`src/rtl/wb_intercon_pipe.sv`:
```
// Pipelined Wishbone B4 interconnect: one master to NSLV slaves with base/mask decode,
// up to MAX_OUTST outstanding requests and an internal err responder; WB_TIMEOUT_EN adds a watchdog.
`timescale 1ns/1ps
`default_nettype none

module wb_intercon_pipe #(
    parameter int                  NSLV      = 4,
    parameter int                  AW        = 16,
    parameter int                  DW        = 16,
    parameter logic [NSLV*AW-1:0]  SLV_BASE  = {16'h6000, 16'h5000, 16'h4000, 16'h0000},
    parameter logic [NSLV*AW-1:0]  SLV_MASK  = {16'hF000, 16'hF000, 16'hF000, 16'hC000},
    parameter int                  MAX_OUTST = 4,
    parameter int                  TIMEOUT   = 255
) (
    input  logic                 clk,
    input  logic                 rst_n,
    input  logic                 m_cyc,
    input  logic                 m_stb,
    input  logic                 m_we,
    input  logic [AW-1:0]        m_adr,
    input  logic [DW-1:0]        m_dat_i,
    output logic [DW-1:0]        m_dat_o,
    output logic                 m_ack,
    output logic                 m_err,
    output logic                 m_stall,
    output logic [NSLV-1:0]      s_cyc,
    output logic [NSLV-1:0]      s_stb,
    output logic [NSLV-1:0]      s_we,
    output logic [NSLV*AW-1:0]   s_adr,
    output logic [NSLV*DW-1:0]   s_dat_o,
    input  logic [NSLV*DW-1:0]   s_dat_i,
    input  logic [NSLV-1:0]      s_ack,
    input  logic [NSLV-1:0]      s_stall
);

    localparam int TW = $clog2(NSLV + 1);
    localparam int CW = $clog2(MAX_OUTST + 1);

    if (NSLV < 1 || NSLV > 8 || MAX_OUTST < 1 || MAX_OUTST > 15 || TIMEOUT < 1) begin : g_param_check
        $error("wb_intercon_pipe: parameter out of range");
    end

    logic [CW-1:0]   cnt_q, cnt_d;
    logic [TW-1:0]   cur_tgt_q, cur_tgt_d;
    logic [TW-1:0]   tgt;
    logic [NSLV-1:0] hit;
    logic            req, busy, block, accept, resp;
    logic            tgt_stall, cur_ack, cur_mapped;
    logic [DW-1:0]   cur_dat;
    logic            timeout_hit;

    genvar gi;
    generate
        for (gi = 0; gi < NSLV; gi++) begin : g_slv
            assign hit[gi]   = (m_adr & SLV_MASK[gi*AW +: AW]) == SLV_BASE[gi*AW +: AW];
            assign s_stb[gi] = req & (tgt == TW'(gi)) & ~block;
            assign s_cyc[gi] = m_cyc & ((req & (tgt == TW'(gi)) & ~block) |
                                        (busy & (cur_tgt_q == TW'(gi)) & ~timeout_hit));
            assign s_we[gi]                 = m_we;
            assign s_adr[gi*AW +: AW]       = m_adr;
            assign s_dat_o[gi*DW +: DW]     = m_dat_i;
        end
    endgenerate

    // Scan downwards so the lowest matching index wins; no hit leaves tgt = NSLV.
    always_comb begin
        tgt = TW'(NSLV);
        for (int i = NSLV - 1; i >= 0; i--) begin
            if (hit[i]) tgt = TW'(i);
        end
    end

    always_comb begin
        tgt_stall = 1'b0;
        cur_ack   = 1'b0;
        cur_dat   = '0;
        for (int i = 0; i < NSLV; i++) begin
            if (tgt == TW'(i))       tgt_stall = s_stall[i];
            if (cur_tgt_q == TW'(i)) begin
                cur_ack = s_ack[i];
                cur_dat = s_dat_i[i*DW +: DW];
            end
        end
    end

    assign req        = m_cyc & m_stb;
    assign busy       = (cnt_q != '0);
    assign cur_mapped = (cur_tgt_q < TW'(NSLV));
    assign block      = (cnt_q == CW'(MAX_OUTST)) | (busy & (tgt != cur_tgt_q)) | timeout_hit;
    assign m_stall    = req & (block | tgt_stall);
    assign accept     = req & ~m_stall;

    // Responses are gated by m_cyc so an aborted cycle never sees a stray ack.
    assign m_ack   = m_cyc & busy & cur_mapped & cur_ack & ~timeout_hit;
    assign m_err   = m_cyc & busy & (~cur_mapped | timeout_hit);
    assign resp    = m_ack | m_err;
    assign m_dat_o = m_ack ? cur_dat : '0;

    always_comb begin
        cnt_d     = cnt_q;
        cur_tgt_d = cur_tgt_q;
        if (accept) cur_tgt_d = tgt;
        if (!m_cyc || timeout_hit) begin
            cnt_d = '0;
        end else if (accept && !resp) begin
            cnt_d = cnt_q + CW'(1);
        end else if (!accept && resp) begin
            cnt_d = cnt_q - CW'(1);
        end
    end

    always_ff @(posedge clk) begin
        if (!rst_n) begin
            cnt_q     <= '0;
            cur_tgt_q <= '0;
        end else begin
            cnt_q     <= cnt_d;
            cur_tgt_q <= cur_tgt_d;
        end
    end

`ifdef WB_TIMEOUT_EN
    localparam int WW = $clog2(TIMEOUT + 1);

    logic [WW-1:0] wdog_q, wdog_d;

    // wdog_q counts silent cycles since the last accept/resp; the TIMEOUT-th one fires.
    assign timeout_hit = m_cyc & busy & (wdog_q == WW'(TIMEOUT - 1));

    always_comb begin
        wdog_d = wdog_q + WW'(1);
        if (!busy || !m_cyc || accept || resp || timeout_hit) wdog_d = '0;
    end

    always_ff @(posedge clk) begin
        if (!rst_n) begin
            wdog_q <= '0;
        end else begin
            wdog_q <= wdog_d;
        end
    end
`else
    assign timeout_hit = 1'b0;
`endif

endmodule

`default_nettype wire

```
`config.mk`:
```
export PLATFORM = sky130hd
export DESIGN_NAME = wb_intercon_pipe
export DESIGN_NICKNAME = d
export VERILOG_FILES = /design/src/rtl/wb_intercon_pipe.sv
export SDC_FILE = /design/constraint.sdc
export NUM_CORES = 1
export LEC_CHECK = 0
export ABC_AREA = 1
export ABC_CLOCK_PERIOD_IN_PS = 2400
export CORE_AREA = 2 2 103 105
export DETAILED_ROUTE_END_ITERATION = 16
export DIE_AREA = 0 0 105 107
export PLACE_DENSITY = 0.76
export SLEW_MARGIN = 25
export SYNTH_ARGS = -nofsm -noshare
export SYNTH_HDL_FRONTEND = slang
export SYNTH_SLANG_ARGS = --single-unit
export TNS_END_PERCENT = 10
```
`constraint.sdc`:
```
create_clock -name clk -period 2.4 [get_ports clk]
set_input_delay 0.48 -clock clk [delete_from_list [all_inputs] [get_ports clk]]
set_output_delay 0.48 -clock clk [all_outputs]
set_load 0.02 [all_outputs]
```
# Yosys cells after proc, flatten, opt, wreduce, memory -nomap -nowiden
# Index checks and enable logic that the tools add are counted.
[word_totals]
regBits = 6
in_bits = 109
out_inout_bits = 159
wordCells = 79
[classes]
addsub = 2
magnitude_cmp = 1
eq_ne = 11
muxes = 19
n_bitwise = 34
n_reduce_logical = 10
[op_table]
columns = ["operator", "n"]
rows = [
  ["$mux 16", 5],
  ["$and 1x1->1", 24],
  ["$mux 3", 6],
  ["$logic_not 16->1", 1],
  ["$eq 3x2->1 const B", 4],
  ["$eq 4x3->1 const B", 3],
  ["$mux 1", 8],
  ["$or 1x1->1", 7],
  ["$eq 3x1->1 const B", 2],
  ["$logic_not 3->1", 2],
  ["$add 3x1->3 const B", 1],
  ["$eq 3x3->1 const B", 1],
  ["$lt 3x3->1 const B", 1],
  ["$ne 3x3->1", 1],
  ["$not 1->1", 3],
  ["$reduce_bool 3->1", 1],
  ["$sub 3x1->3 const B", 1],
  ["$logic_and 1x1->1", 2],
  ["$logic_not 1->1", 2],
  ["$reduce_and 2->1", 1],
  ["$reduce_bool 2->1", 1],
]

# Depth between registers and ports, before layout
# Gate-level depths: netlist of run 1.
[depth]
depth_word = 18
ltp_mapped = 17
depth_no_buf = 17

# Worst setup path after synthesis of run 1
# Ideal clock, no wire load.
[synth_timing]
path_kind = "reg2reg"
from = "register cur_tgt_q[0]"
to = "register cnt_q[2]"
setup_time_ps = 114
t_arrival_ps = 2327
required_ps = 2286
path_slack_ps = -42
path_stages_with_launch = 15
n_path_buf = 0
period_less_slack_ps = 2442
path_cell_list = "dfxtp_1 inv_2 nor3_4 inv_2 or2_1 nand3_4 inv_1 nor2_1 ha_1 inv_1 fa_1 a21oi_1 o21ai_0 xor2_1 nor2_1"
[synth_via]
elab_chain_cells = 10
word_cells_on_any_way = 27
classes_between = "order compare (1); eq/ne (4); mux (5); bitwise (11); reduce/logical (6)"
[synth_rtl]
columns = ["element", "line_no", "rtl"]
rows = [
  ["start, declared", "44", "logic [TW-1:0] cur_tgt_q, cur_tgt_d;"],
  ["start signal, assigned", "118", "cur_tgt_q <= cur_tgt_d;"],
  ["$logic_not 3->1", "79", "if (cur_tgt_q == TW'(i)) begin"],
  ["$mux 1 (4 in series)", "79", ""],
  ["$and 1x1->1 (*)", "94", "assign m_ack = m_cyc & busy & cur_mapped & cur_ack & ~timeout_hit;"],
  ["named net m_ack", "23", "output logic m_ack,"],
  ["$or 1x1->1 (*)", "96", "assign resp = m_ack | m_err;"],
  ["$logic_not 1->1", "105", "end else if (accept && !resp) begin"],
  ["$logic_and 1x1->1", "105", ""],
  ["$mux 3 / $reduce_bool 2->1 (equally long branches)", "n/a", ""],
  ["end signal, assigned", "117", "cnt_q <= cnt_d;"],
  ["end, declared", "43", "logic [CW-1:0] cnt_q, cnt_d;"],
]
# The timed path passes the listed nets; every way through them passes the cells marked *.
# A chain may end at the register's enable or synchronous reset.

# Final worst setup path of run 1
[layout_timing]
from = "register cur_tgt_q[2]"
to = "register cnt_q[2]"
[layout_via]
elab_chain_cells = 10
word_cells_on_any_way = 27
classes_between = "order compare (1); eq/ne (4); mux (5); bitwise (11); reduce/logical (6)"
[layout_rtl]
columns = ["element", "line_no"]
rows = [
  ["$logic_not 3->1 / $ne 3x3->1 (equally long branches)", "79, 89"],
  ["$mux 1 / $and 1x1->1 (equally long branches)", "79, 89"],
  ["$mux 1 / $or 1x1->1 (equally long branches)", "79, 89"],
  ["$mux 1 / $or 1x1->1 (equally long branches)", "79, 90"],
  ["$mux 1 / $and 1x1->1 (equally long branches)", "79, 90"],
  ["$and 1x1->1 / $not 1->1 (equally long branches)", "94, 91"],
  ["$or 1x1->1 / $and 1x1->1 (equally long branches)", "96, 91"],
  ["$logic_not 1->1, on equally long branches", "105, 107"],
  ["$logic_and 1x1->1, on equally long branches", "105, 107"],
  ["$mux 3 / $reduce_bool 2->1 (equally long branches)", "n/a"],
]
# Several ways; a longest one is shown, not always the timed one.

==> results.yml, run 1 <==
placement:
  portBuffers: 122
  gp_congestion: 0.761
  dp_hpwl_um: 5600
route:
  wire_per_inst_um: 13.9
  finalWirelength_um: 7200
  viasPerCell: 4.02
  vias: 2076
  drc: 0
  first_iter_violations: 65
  antenna_left: 0
  first_pass_iters: 4
grt:
  grt_pass1_wl_um: 10600
  antenna_found_initial: 0
  overflow: 0
  grtUsageTotal_pct: 11.9
  grt_max_degree: 20
  grt_pass1_vias: 2156
logic_synthesis:
  synth_cell_type_count: 28
  syn_area_um2: 2100
  synth_area_leaders: "buf_4, o21ai_0, inv_1, nand2_1, dfxtp_1"
  synthFlopType: "dfxtp_1"
  syn_nets: 454
  synth.top_cell.area_share_pct: 47.3
  syn-instance-count: 343
  yosysWarnings: 0
  synth-edff-count: 0
  synth_top_area_cell: "buf_4"
  async_flop_share_pct: 0
  synth.yosys.seq_area_share_pct: 5.73
  ys_ff_latch: 6
  synth.avg_cell_area_um2: 6.11
setup_path:
  crit_fanout: 3
  crit_path_end_kind: "register"
  crit_required_ns: 2.51
  cp.arrival_ns: 2.42
  critPathKind: "reg2reg"
  start_kind: "register"
sta:
  fmax_ghz: 0.434
  setup_tns_ns: 0
  finalSetupViolations: 0
  fin_crit_sh_pct: 96.1
  slew_violations: 0
  hold-worst-slack_ns: 0.616
  rsz0062_at_grt: "true"
  fin_skew_ns: 0.00275
  slew_headroom_pct: 79.3
  tightest_slew_ns: 0.309
  finalCriticalPeriod_ns: 2.31
  final_hold_viol_count: 0
power:
  ir_worst_vdd_mv: 0.109
  pwr_density_cell_nw_per_um2: 284
  p_leak_nw: 1.43
status:
  status: "complete, no violations"
finish:
  nets: 494
  drive_above_1_share_pct: 32.5
  antenna_cells: 0
  syn2layout_area_growth_pct: 44.0
clocking:
  clk-insertion-delay-late_ns: 0.22
  clockRootBuffer: "clkbuf_8"
  htree_levels: 1
  clock_sinks: 6
  clkTransAtPathRegs_ns: 0.04
  hold_buffers: 0
  numCtsBuffers: 3
  cts_tree: "done"
  clock_path_buffers: 2
floorplan:
  core_um2: 10100
  die_area_um2: 11200
  die_h_um: 107
  start_util_pct: 20.8
  num_rows: 37
  io_pins: 268
  die_x_um: 105
worst_hold_path:
  hold_class: "reg2reg"
flow_run:
  max_cap_violations: 0
==> sequential cells by signal, indices dropped and copies added (netlist names) <==
register,flops
cur_tgt_q,3
cnt_q,3
==> layout make-up <==
cell class | count | area (um^2)
multi-input combinational | 158 | 908
tap | 136 | 170
timing repair buffer | 174 | 1620
inverter | 40 | 155
sequential | 6 | 126
clock buffer | 3 | 41.3
fill | 1150 | 7070
==> metal layers <==
layer	track usage, %	wire length (um)
met5	0	0
met1	13.6	2990
met3	4.13	641
met2	19.6	3290
met4	5.81	279
==> critical path, stage by stage (launching register included) <==
cell     delay, ns
dfxtp_4       0.35
nor3_4        0.23
inv_2         0.05
or2_4         0.26
nand3_4       0.09
buf_8         0.13
inv_4         0.04
nor2_4        0.11
ha_4          0.14
inv_2         0.04
fa_2          0.36
a21oi_2       0.11
o21ai_1       0.08
xor2_1        0.15
nor2_1        0.05
==> kinds of logic after synthesis <==
family	share of synthesized area, %
xor gates and xnor gates	0.835
and+or+nand+nor	16.6
AOI/OAI and AO/OA	18.8
DFF	5.73
adders and majority gates	1.55
muxes	0.477
buffers and inverters	56.0
==> path summary, 6_finish.rpt <==
path                                           startpoint               endpoint  slack [ns]  cells after the start
worst min register to register      cnt_q[2]$_SDFFE_PN0P_  cnt_q[2]$_SDFFE_PN0P_        0.62                      3
worst min-delay path                cnt_q[2]$_SDFFE_PN0P_  cnt_q[2]$_SDFFE_PN0P_        0.62                      3
worst max-delay path            cur_tgt_q[2]$_SDFFE_PN0P_  cnt_q[2]$_SDFFE_PN0P_        0.09                     14
worst max register to register  cur_tgt_q[2]$_SDFFE_PN0P_  cnt_q[2]$_SDFFE_PN0P_        0.09                     14
==> cell usage in the layout (no fill, tap or decap), types with 3 or more instances in the layout <==
cell	instances
buf_12	4
nor2_2	4
nand2_1	34
buf_2	11
dlymetal6s2s_1	5
o21ai_0	48
buf_6	5
nor2_1	13
inv_1	31
dfxtp_1	3
inv_2	7
o21ai_1	5
clkbuf_8	3
nand2_2	5
nand3_1	7
nand3_2	4
clkbuf_2	10
clkdlybuf4s15_2	7
a21oi_1	18
buf_4	42
nor2_4	4
clkdlybuf4s50_1	86
==> per-stage QoR <==
step / power [mW] / setup WS (ns) / area (um^2) / cells / utilization, %
floorplan: 0.626 / 0.0426 / 2100 / 343 / -
global placement: 0.637 / -0.643 / 2760 / 500 / 27.3
detailed placement: 0.644 / -0.688 / 2760 / 500 / 27.3
CTS: 0.803 / -0.142 / 2840 / 507 / 28.1
global route: 0.930 / -0.0362 / 3020 / 517 / 29.9
finish: 0.858 / 0.0946 / 3020 / 517 / 29.9
==> Yosys cell counts, types with 2 or more instances <==
library cell	number
nand2_1	38
buf_4	132
nand3_2	2
dfxtp_1	6
a31oi_1	2
a21oi_1	19
inv_1	38
inv_2	2
o21ai_0	53
nor2_1	20
clkbuf_1	5
xor2_1	2
nand3_1	9
==> where the power goes <==
part           switching (mW)  internal, mW  total [mW]  leakage [nW]
clock                  0.0417         0.108       0.149        0.0216
combinational           0.270         0.324       0.594          1.36
sequential            0.00609         0.109       0.115        0.0505
total                   0.318         0.541       0.858          1.43
==> timing repair <==
| item | in CTS | in global routing |
|---|---|---|
| resized for setup | 99 | 58 |
| gates cloned | 0 | 1 |
| setup buffers | 4 | 11 |
| pin swaps | 4 | 18 |
| setup endpoints to repair | 30 | 29 |
Note: power is estimated with default switching activity, not from simulation.
==> run 2: changes to the inputs <==
ABC_CLOCK_PERIOD_IN_PS = 2450   (was 2400)
CORE_AREA = 2 2 105 107   (was 2 2 103 105)
DIE_AREA = 0 0 107 109   (was 0 0 105 107)
PLACE_DENSITY = 0.72   (was 0.76)
clock period = 2.45 ns   (was 2.4 ns; I/O delays follow)
==> run 2 against run 1 <==
Sequential power about the same. First-iteration DRC count up 57%. Sequential share of layout area down 0.094 points. Core utilization down 1.7 points. Largest cell class unchanged.
==> results.yml, run 2 (synthesis results as in run 1) <==
placement:
  dp_hpwl_um: 5770
  portBuffers: 122
  place_area_um2: 2770
  gp_congestion: 0.805
  place_ws_ns: -0.723
sta:
  rsz0062_at_grt: "true"
  slew_headroom_pct: 77.8
  finalSetupViolations: 0
  setup_tns_ns: 0
  fin_skew_ns: 0.00260
  slew_violations: 0
  fin_crit_sh_pct: 97.7
  fmax_ghz: 0.418
  final_hold_viol_count: 0
  setup_slack_ns: 0.0567
  tightest_slew_ns: 0.329
  finalCriticalPeriod_ns: 2.39
grt:
  grt_pass1_vias: 1990
  grt_pass1_wl_um: 10300
  antenna_found_initial: 0
  grt_max_degree: 20
  overflow: 0
  grtUsageTotal_pct: 11.4
setup_path:
  critPathMostFrequentCell: "inv_2"
  crit_required_ns: 2.57
  rrSetupSlack_ns: 0.06
  cp.arrival_ns: 2.51
  crit_path_end_kind: "register"
  crit_fanout: 7
  r2r-start: "cur_tgt_q[2]$_SDFFE_PN0P_"
  slowest_delay_ns: 0.37
  rr_endpoint: "cnt_q[2]$_SDFFE_PN0P_"
  crit_chain: "nor3_4, inv_2, or2_4, nand3_4, buf_12, inv_4, nor2_4, ha_2, inv_2, fa_2, a21oi_2, o21ai_2, xor2_1, nor2_1"
  start_kind: "register"
  cp.buffers_inverters: 4
  critPathKind: "reg2reg"
  reg2reg_depth: 14
  cp_top_family: "simple AND/OR/NAND/NOR gates"
  cp_slowest_cell: "fa_2"
power:
  seqPwrFrac_pct: 13.8
  ir_worst_vdd_mv: 0.103
  p_sw_share_pct: 38.1
  power.switching_mw: 0.317
  p_leak_nw: 1.39
  pwr-share-clk_pct: 18.2
  comb_power_share_pct: 68.0
  pwr_density_cell_nw_per_um2: 278
  p_int_mw: 0.515
floorplan:
  start_util_pct: 19.8
  die_x_um: 107
  core_um2: 10600
  die_h_um: 109
  io_pins: 268
  die_area_um2: 11700
  num_rows: 38
finish:
  mostFrequentLayoutCell: "clkdlybuf4s50_1"
  syn2layout_area_growth_pct: 42.9
  drive_above_1_share_pct: 29.9
  fin_area_um2: 3000
  nets: 491
  reg_top3: "cnt_q x3, cur_tgt_q x3"
  layout_common_cells: "clkdlybuf4s50_1, o21ai_0, buf_4"
  final_core_util_pct: 28.3
  antenna_cells: 0
worst_hold_path:
  min_to: "cnt_q[2]$_SDFFE_PN0P_"
  min_path_cells: 2
  hold_class: "reg2reg"
  hp-start: "cnt_q[2]$_SDFFE_PN0P_"
route:
  vias: 2088
  wire_per_inst_um: 14.1
  viasPerCell: 4.03
  drc: 0
  finalWirelength_um: 7280
  first_pass_iters: 4
  first_iter_violations: 102
  antenna_left: 0
clocking:
  clockRootBuffer: "clkbuf_8"
  numCtsBuffers: 3
  htree_levels: 1
  hold_buffers: 0
  clock_sinks: 6
  clkTransAtPathRegs_ns: 0.04
  clock_path_buffers: 2
  clk-insertion-delay-late_ns: 0.23
  cts_tree: "done"
flow_run:
  max_cap_violations: 0
status:
  status: "complete, no violations"
-- run 2: cell count changes in the layout (fill, tap and decap cells not counted), sizes merged --
cell           change
dlymetal6s2s       -1
clkdlybuf4s50      +1
clkbuf             -8
clkdlybuf4s15      +4
dlygate4sd2        +1
-- run 2: layer usage --
layer  up-vias  GRT usage (%)  part of all wire [%]
met4         0           6.40                   4.2
met2       119           18.6                    46
li1       1024              -                     -
met3        40           3.17                   9.9
met1       905           13.4                    40
met5         -              0                     0
-- run 2: final cells by class --
cell class              count  area (um^2)
flip-flops and latches      6          123
clock buffers               3         41.3
well taps                 140          175
inverters                  40          155
fillers                  1160         7610
multi-input cells         158          910
repair buffers            171         1590
-- run 2: timing repair --
action,4_1_cts,5_1_grt
buffers inserted,2,10
cloned,0,0
endpoints found under the setup margin,30,24
gates resized for setup,100,55
pin swaps,3,16
-- run 2: power by group through the flow --
stage / clock (mW) / combinational [mW] / sequential, mW
after floorplan: 0 / 0.499 / 0.114
after global placement: 0 / 0.512 / 0.113
after detailed placement: 0 / 0.517 / 0.114
after CTS: 0.157 / 0.524 / 0.112
after global routing: 0.161 / 0.616 / 0.116
final: 0.152 / 0.565 / 0.114
-- run 2: metrics by stage --
stage,power (mW),hold slack (ns),instances
final,0.832,0.541,518
after global routing,0.893,0.598,518
after CTS,0.793,0.532,508
after detailed placement,0.630,0.522,503
after global placement,0.625,0.498,503
after floorplan,0.613,0.480,343
-- run 2: worst min-delay path, cell delays in order, from the launching register on --
cell and delay [ns]:
dfxtp_1 0.34, xor2_1 0.07, nor2_1 0.09
-- run 2: worst max-delay path by stage --
stage / startpoint / end / slack, ns / depth (start not counted)
floorplan: cur_tgt_q[0]$_SDFFE_PN0P_ / cnt_q[2]$_SDFFE_PN0P_ / 0.008 / 14
global placement: m_adr[12] / m_stall / -0.66 / 11
detailed placement: m_adr[12] / s_cyc[0] / -0.72 / 12
CTS: m_adr[13] / cnt_q[2]$_SDFFE_PN0P_ / -0.04 / 18
global route: cur_tgt_q[1]$_SDFFE_PN0P_ / cnt_q[2]$_SDFFE_PN0P_ / -0.1 / 15
finish: cur_tgt_q[2]$_SDFFE_PN0P_ / cnt_q[2]$_SDFFE_PN0P_ / 0.06 / 14
